--- src/rtl/key_debounce.sv ---
// Push-button front end: two-flop synchroniser on the raw active-low keys,
// then an independent debounce counter per key producing a clean level,
// one-cycle press/release pulses and a press-toggled state bit.
module key_debounce #(
  parameter int N_KEYS    = 4,
  parameter int DB_CYCLES = 1000000,
  parameter int CNT_W     = 20
) (
  input  logic              clk,
  input  logic              rst,
  input  logic [N_KEYS-1:0] key_n,
  output logic [N_KEYS-1:0] key_level,
  output logic [N_KEYS-1:0] key_press,
  output logic [N_KEYS-1:0] key_release,
  output logic [N_KEYS-1:0] key_toggle
);

  // Terminal count: a level change is accepted on the edge that finds the
  // counter here with the sample still disagreeing with the stable level.
  localparam logic [CNT_W-1:0] CNT_MAX = CNT_W'(DB_CYCLES - 1);

  logic [N_KEYS-1:0] sync_p0;
  logic [N_KEYS-1:0] sync_p1;

  // Stage p0/p1: two-flop synchroniser; idles at 1 (released) out of reset.
  always_ff @(posedge clk) begin
    if (rst) begin
      sync_p0 <= '1;
      sync_p1 <= '1;
    end else begin
      sync_p0 <= key_n;
      sync_p1 <= sync_p0;
    end
  end

  for (genvar k = 0; k < N_KEYS; k++) begin : g_key
    logic [CNT_W-1:0] cnt_p2;
    logic             level_p2;
    logic             press_p2;
    logic             release_p2;
    logic             toggle_p2;
    logic             sample;

    // Synchronised key, converted to active-high "pressed".
    assign sample = ~sync_p1[k];

    // Stage p2: debounce counter; any sample matching the stable level
    // restarts the count, pulses are high only on the accepting edge.
    always_ff @(posedge clk) begin
      if (rst) begin
        cnt_p2     <= '0;
        level_p2   <= 1'b0;
        press_p2   <= 1'b0;
        release_p2 <= 1'b0;
        toggle_p2  <= 1'b0;
      end else begin
        press_p2   <= 1'b0;
        release_p2 <= 1'b0;
        if (sample == level_p2) begin
          cnt_p2 <= '0;
        end else if (cnt_p2 == CNT_MAX) begin
          cnt_p2   <= '0;
          level_p2 <= sample;
          if (sample) begin
            press_p2  <= 1'b1;
            toggle_p2 <= ~toggle_p2;
          end else begin
            release_p2 <= 1'b1;
          end
        end else begin
          cnt_p2 <= cnt_p2 + 1'b1;
        end
      end
    end

    assign key_level[k]   = level_p2;
    assign key_press[k]   = press_p2;
    assign key_release[k] = release_p2;
    assign key_toggle[k]  = toggle_p2;
  end

endmodule

--- config.mk ---
export PLATFORM = sky130hd
export DESIGN_NAME = key_debounce
export DESIGN_NICKNAME = d
export VERILOG_FILES = /design/src/rtl/key_debounce.sv
export SDC_FILE = /design/constraint.sdc
export NUM_CORES = 1
export LEC_CHECK = 0
export CAP_MARGIN = 20
export CORE_AREA = 3 3 119 121
export DETAILED_ROUTE_END_ITERATION = 12
export DIE_AREA = 0 0 122 124
export GPL_TIMING_DRIVEN = 0
export PLACE_DENSITY = 0.51
export SLEW_MARGIN = 15
export SYNTH_ARGS = -nofsm -noshare
export SYNTH_HDL_FRONTEND = slang
export SYNTH_SLANG_ARGS = --single-unit
export TNS_END_PERCENT = 5
--- constraint.sdc ---
create_clock -name clk -period 3.95 [get_ports clk]
set_input_delay 1.185 -clock clk [delete_from_list [all_inputs] [get_ports clk]]
set_output_delay 1.185 -clock clk [all_outputs]
set_load 0.02 [all_outputs]
==> flow_summary.yaml, run 1 <==
logic_synthesis:
  yosys_warnings: 0
  syn_inst: 515
  ys_ff_latch: 104
  syn_nets: 529
  synthesis.area_um2: 4570
  syn_avg_cell_area_um2: 8.88
  yosysSeqAreaShare_pct: 45.5
  synth_cell_types: 36
layout:
  layout.nets: 560
  layout.cells.non_filler: 726
  syn_to_final_growth_pct: 17.0
  diodes: 0
  layout-drive-gt1-share_pct: 10.0
power:
  p_leak_uw: 0.00160
  peakVddDrop_mv: 0.146
  p_comb_share_pct: 1.4
  share_seq_of_total_power_pct: 49.1
  clkPwrFrac_pct: 49.5
  total_power_uw: 2150
  p_sw_share_pct: 19.0
  p_switching_uw: 408
  cell_internal_pwr_uw: 1740
  power.density_nw_per_um2: 402
setup_path:
  timing.critical_path.buf_inv: 2
  arrival_ps: 1440
  crit_path_end_kind: "output pin"
  required_ps: 2760
  crit_chain: "buf_4, clkdlybuf4s50_1"
  critPathMaxStageDelay_ps: 590
  cp_top_family: "buffers and inverters"
  cp_max_fo: 3
  critPathLaunchType: "flop"
  critPathSlowestCell: "clkdlybuf4s50_1"
  critPathKind: "flop to output pin"
clocking:
  cts_tree: "yes"
  cts_setup_buffers: 0
  cts_max_level: 3
  cts_resized: 0
  cts.path.max_buffers: 2
  clk-insertion-delay-late_ps: 340
  cts_buffers: 9
  clk_pin_slew_ps: 70
  clock_sinks: 104
  cts.hold.buffers_added: 0
  clockRootBuffer: "clkbuf_16"
sta:
  worstMarginPinSlew_ps: 700
  final.min_clock_period_ps: 2620
  rsz0062_at_grt: "no"
  maxSlewViolCount: 0
  hold_viol: 0
  skew_ps: 5.23
  fin_ws_ps: 1330
  period_share_pct: 66.4
  fmax_ghz: 0.381
  hold_slack_ps: 410
  fin_tns_setup_ps: 0
  slew_headroom_pct: 52.7
  setup_viol: 0
global_routing:
  grt_pass1_wl_mm: 15.5
  grt_usage_pct: 12.7
  grt_max_degree: 17
  gr-total-overflow: 0
  antenna_found_initial: 0
  first_global_vias: 3332
detailed_routing:
  post-route-drc-count: 0
  first_pass_iters: 7
  ant_nets: 0
  wl_per_cell_um: 12.6
  routed_wl_mm: 9.15
  vias: 3637
  vias_per_cell: 5.01
  first_iter_violations: 162
floorplan:
  die-width_um: 122
  start_util_pct: 34.7
  die_height_um: 124
  die_area_um2: 15100
  rows: 42
  ios: 22
  core_area_um2: 13200
job:
  cap_violations: 0
min_path:
  min_path_type: "flop to flop"
place:
  gp_congestion: 0.772
  dp_cells: 711
  dp_slack_ps: 1470
  dpl.hpwl_mm: 6.50
  io_buffers: 20
status:
  status: "completed"
[routing by layer]
layer	share of wire (%)	global-route usage, %	wire length (µm)	vias to the layer above
met5	0	0	0	-
met4	2.3	6.44	207	0
met3	2.5	2.18	233	13
met2	45	20.3	4150	47
met1	50	16.5	4550	1704
li1	-	-	-	1873
[final timing paths]
| check | start | endpoint | slack, ps | depth (start not counted) |
|---|---|---|---|---|
| worst min register to register | sync_p0[0] | sync_p1[0] | 410 | 1 |
| worst min-delay path | sync_p0[0] | sync_p1[0] | 410 | 1 |
| worst max register to register | g_key[1].cnt_p2[0] | g_key[1].cnt_p2[14] | 1450 | 6 |
| worst max-delay path | g_key[3].toggle_p2 | key_toggle[3] | 1330 | 2 |
[synth_stat cells (all sizes together)]
library cell	n	area (µm²)
nor4	24	150
o31ai	8	60.1
nand3	27	140
or4b	1	10.0
nor4b	9	78.8
clkbuf	5	18.8
xor2	17	149
nand2	24	90.1
and4	4	35.0
a31o	2	17.5
xnor2	39	342
or3b	2	17.5
nand2b	1	6.26
or3	10	62.6
and2	3	18.8
nand4b	2	17.5
o21bai	1	7.51
nand4	22	138
nor2	73	274
nor3	16	80.1
a21oi	20	100
dfxtp	104	2080
ha	8	100
or4	14	105
buf	21	150
o21ai	14	92.6
nand4bb	1	11.3
inv	23	86.3
or2	9	56.3
and3	8	50.1
o31a	3	27.5
[worst register-to-register path: stages, from the launching register on]
cell     delay (ps)
dfxtp_1         400
ha_1            210
nand3_1         330
or4_1           710
o21ai_2         420
buf_4           260
nor2_1           70
[cell usage in the layout, fill, tap and decap left out, types with 4 or more instances in the layout]
cell type        netlist  routed
dfxtp_1              104     104
nor2_1                73      73
xnor2_1               39      39
nand3_1               26      26
nand2_1               24      24
nor4_1                24      24
inv_1                 23      23
nand4_1               22      22
a21oi_1               20      20
clkdlybuf4s50_1        0      20
buf_4                 18      18
xor2_1                17      17
nor3_1                16      16
or4_1                 14      14
or3_1                 10      10
o21ai_0               10      10
nor4b_1                9       9
or2_2                  9       9
clkbuf_16              0       9
and3_1                 8       8
o31ai_1                8       8
ha_1                   8       8
clkbuf_1               5       5
and4_1                 4       4
bufinv_16              0       4
[stage by stage]
stage               area (µm²)  utilization (%)
finish                    5350             40.6
global route              5350             40.6
CTS                       5350             40.6
detailed placement        4990             37.9
global placement          4990             37.9
floorplan                 4570                -
[cells by family (layout without fill, tap and decap cells)]
group                      count (synthesis)  count (layout)  synth area share, %
buffers and inverters                     49              84                 5.58
DFF                                      104             104                 45.5
xor gates and xnor gates                  56              56                 10.7
adders and majority gates                  8               8                 2.19
and+or+nand+nor                          250             250                 29.3
AOI/OAI and AO/OA                         48              48                 6.67
[final cells by class]
class | count | area, µm²
Sequential cell | 104 | 2080
Tap cell | 176 | 220
Fill cell | 1307 | 7840
Multi-Input combinational cell | 362 | 2240
Inverter | 23 | 86.3
Timing Repair Buffer | 20 | 200
Clock inverter | 6 | 133
Buffer | 26 | 169
Clock buffer | 9 | 225
[power by group through the flow]
stage	clock network (µW)	logic, µW	registers, µW
2_1_floorplan	0	18.7	1080
3_3_place_gp	0	30.1	1080
3_5_place_dp	0	30.7	1080
4_1_cts	1100	30.8	1060
5_1_grt	1140	33.6	1060
6_report	1070	30.0	1060
[sequential cells by signal (all words and copies together), names as in the netlist]
| signal | count |
|---|---|
| g_key.cnt_p2 | 80 |
| g_key.level_p2 | 4 |
| g_key.press_p2 | 4 |
| g_key.release_p2 | 4 |
| g_key.toggle_p2 | 4 |
| sync_p0 | 4 |
| sync_p1 | 4 |
No activity file was read; power rests on OpenSTA's default activity.
==> run 2, diff against run 1 <==
==> constraint.sdc (replaced) <==
create_clock -name clk -period 2.65 [get_ports clk]
set_input_delay 0.795 -clock clk [delete_from_list [all_inputs] [get_ports clk]]
set_output_delay 0.795 -clock clk [all_outputs]
set_load 0.02 [all_outputs]
==> run 2 against run 1 <==
Effect of this change: sequential power rose by 48%; count of clock-buffer cells in the layout did not move; flip-flop and latch count did not move; clock skew rose by 0.70 ps; critical path type is now flop to flop; largest power group unchanged.
==> flow_summary.yaml, run 2 (same netlist as run 1, synthesis figures left out) <==
clocking:
  cts_tree: "yes"
  cts_setup_buffers: 0
  clk_pin_slew_ps: 70
  clockRootBuffer: "clkbuf_16"
  clk-insertion-delay-late_ps: 340
  cts_buffers: 9
  cts_max_level: 3
  clock_sinks: 104
  cts.path.max_buffers: 2
setup_path:
  critPathMaxStageDelay_ps: 620
  crit_path_end_kind: "flop"
  critPathKind: "flop to flop"
  critPathSlowestCell: "or4_1"
  critPathLaunchType: "flop"
  crit_chain: "ha_1, nand2_1, or4_1, o21ai_2, buf_2, nor2_1"
  required_ps: 2880
  cp_max_fo: 10
  arrival_ps: 2630
layout:
  top_register: "g_key.cnt_p2"
  final_common_cell: "dfxtp_1"
  largest_register_ff_count: 80
  layout.nets: 560
  layout-drive-gt1-share_pct: 10.0
  syn_to_final_growth_pct: 17.3
  diodes: 0
  final_area_um2: 5370
  layout.cells.non_filler: 726
  final_cell_mix: "dfxtp_1 (104), nor2_1 (73), xnor2_1 (39)"
detailed_routing:
  vias_per_cell: 4.99
  routed_wl_mm: 9.14
  post-route-drc-count: 0
  vias: 3620
  ant_nets: 0
  first_iter_violations: 175
  wl_per_cell_um: 12.6
  first_pass_iters: 6
power:
  p_leak_uw: 0.00161
  peakVddDrop_mv: 0.216
  power.density_nw_per_um2: 597
floorplan:
  ios: 22
  core_area_um2: 13200
  die_area_um2: 15100
  start_util_pct: 34.7
  die-width_um: 122
  die_height_um: 124
  rows: 42
global_routing:
  antenna_found_initial: 0
  grt_pass1_wl_mm: 15.5
  gr-total-overflow: 0
  grt_max_degree: 17
  first_global_vias: 3332
  grt_usage_pct: 12.7
job:
  cap_violations: 0
sta:
  fmax_ghz: 0.417
  skew_ps: 5.93
  fin_tns_setup_ps: 0
  final.min_clock_period_ps: 2400
  slew_headroom_pct: 51.4
  rsz0062_at_grt: "no"
  hold_viol: 0
  period_share_pct: 90.6
  worstMarginPinSlew_ps: 719
  setup_viol: 0
  maxSlewViolCount: 0
place:
  io_buffers: 20
  dpl.hpwl_mm: 6.50
  placed_area_um2: 4990
  gp_congestion: 0.772
  dp_cells: 711
min_path:
  min_path_type: "flop to flop"
status:
  status: "completed"
[run 2: cell counts in the layout (fill, tap and decap cells not counted)]
No cell type changed its count.
[run 2: per-layer routing]
| metal | wire length (µm) | vias to the layer above | global-route usage, % |
|---|---|---|---|
| li1 | - | 1875 | - |
| met1 | 4450 | 1681 | 16.5 |
| met2 | 4240 | 54 | 20.3 |
| met3 | 287 | 10 | 2.18 |
| met4 | 167 | 0 | 6.44 |
| met5 | 0 | - | 0 |
[run 2: path summary, 6_finish.rpt]
path                      startpoint            endpoint  slack (ps)  cells after the start
setup reg to reg  g_key[2].cnt_p2[0]  g_key[2].cnt_p2[6]         250                      6
hold reg to reg           sync_p0[0]          sync_p1[0]         410                      1
setup / recovery  g_key[2].cnt_p2[0]  g_key[2].cnt_p2[6]         250                      6
hold / removal            sync_p0[0]          sync_p1[0]         410                      1
[run 2: report_power, final]
group	switching, µW	leakage [µW]	internal, µW	total, µW
clock	573	0.000171	1010	1580
sequential	4.29	0.000840	1570	1570
combinational	28.0	0.000595	17.1	45.1
total	606	0.00161	2600	3200
[run 2: layout make-up]
| type | instances | area (µm²) |
|---|---|---|
| plain buffers | 26 | 169 |
| clock buffers | 9 | 225 |
| clock inverters | 6 | 133 |
| fillers | 1309 | 7820 |
| inverters | 23 | 86.3 |
| multi-input cells | 362 | 2250 |
| flip-flops and latches | 104 | 2080 |
| well taps | 176 | 220 |
| repair buffers | 20 | 200 |
[run 2: critical path, delay by kind of cell (launching register included)]
kind / cells / cell delay, ps
flops: 1 / 430
buf+inv: 1 / 320
fa+ha+maj: 1 / 300
simple gates: 3 / 830
compound gates: 1 / 410
[run 2: through the flow]
| step | total power (µW) | setup slack [ps] | util [%] | hold WS, ps |
|---|---|---|---|---|
| finish | 3200 | 249 | 40.7 | 412 |
| global route | 3320 | 75.9 | 40.7 | 420 |
| CTS | 3260 | 152 | 40.6 | 413 |
| detailed placement | 1660 | 166 | 37.9 | 393 |
| global placement | 1650 | 190 | 37.9 | 394 |
| floorplan | 1640 | 587 | - | 389 |
[run 2: what timing repair did]
| action | CTS | global route |
|---|---|---|
| setup endpoints to repair | 0 | 11 |
| gates resized for setup | 0 | 2 |
| hold buffers | 0 | 0 |
==> run 3, diff against run 2 <==
==> constraint.sdc (replaced) <==
create_clock -name clk -period 2.8 [get_ports clk]
set_input_delay 0.84 -clock clk [delete_from_list [all_inputs] [get_ports clk]]
set_output_delay 0.84 -clock clk [all_outputs]
set_load 0.02 [all_outputs]
==> results of run 3 <==
The final DEF is identical to that of run 1. Status: completed.
Main changes from that run: setup slack after placement 1470 ps -> 316 ps; setup slack after layout 1330 ps -> 299 ps; start point of the critical path g_key[3].toggle_p2 -> g_key[1].cnt_p2[0]; end point of the critical path key_toggle[3] -> g_key[1].cnt_p2[14]; register-to-register setup slack 1450 ps -> 300 ps; total power 2150 µW -> 3030 µW; worst IR drop on VDD 0.146 mV -> 0.205 mV
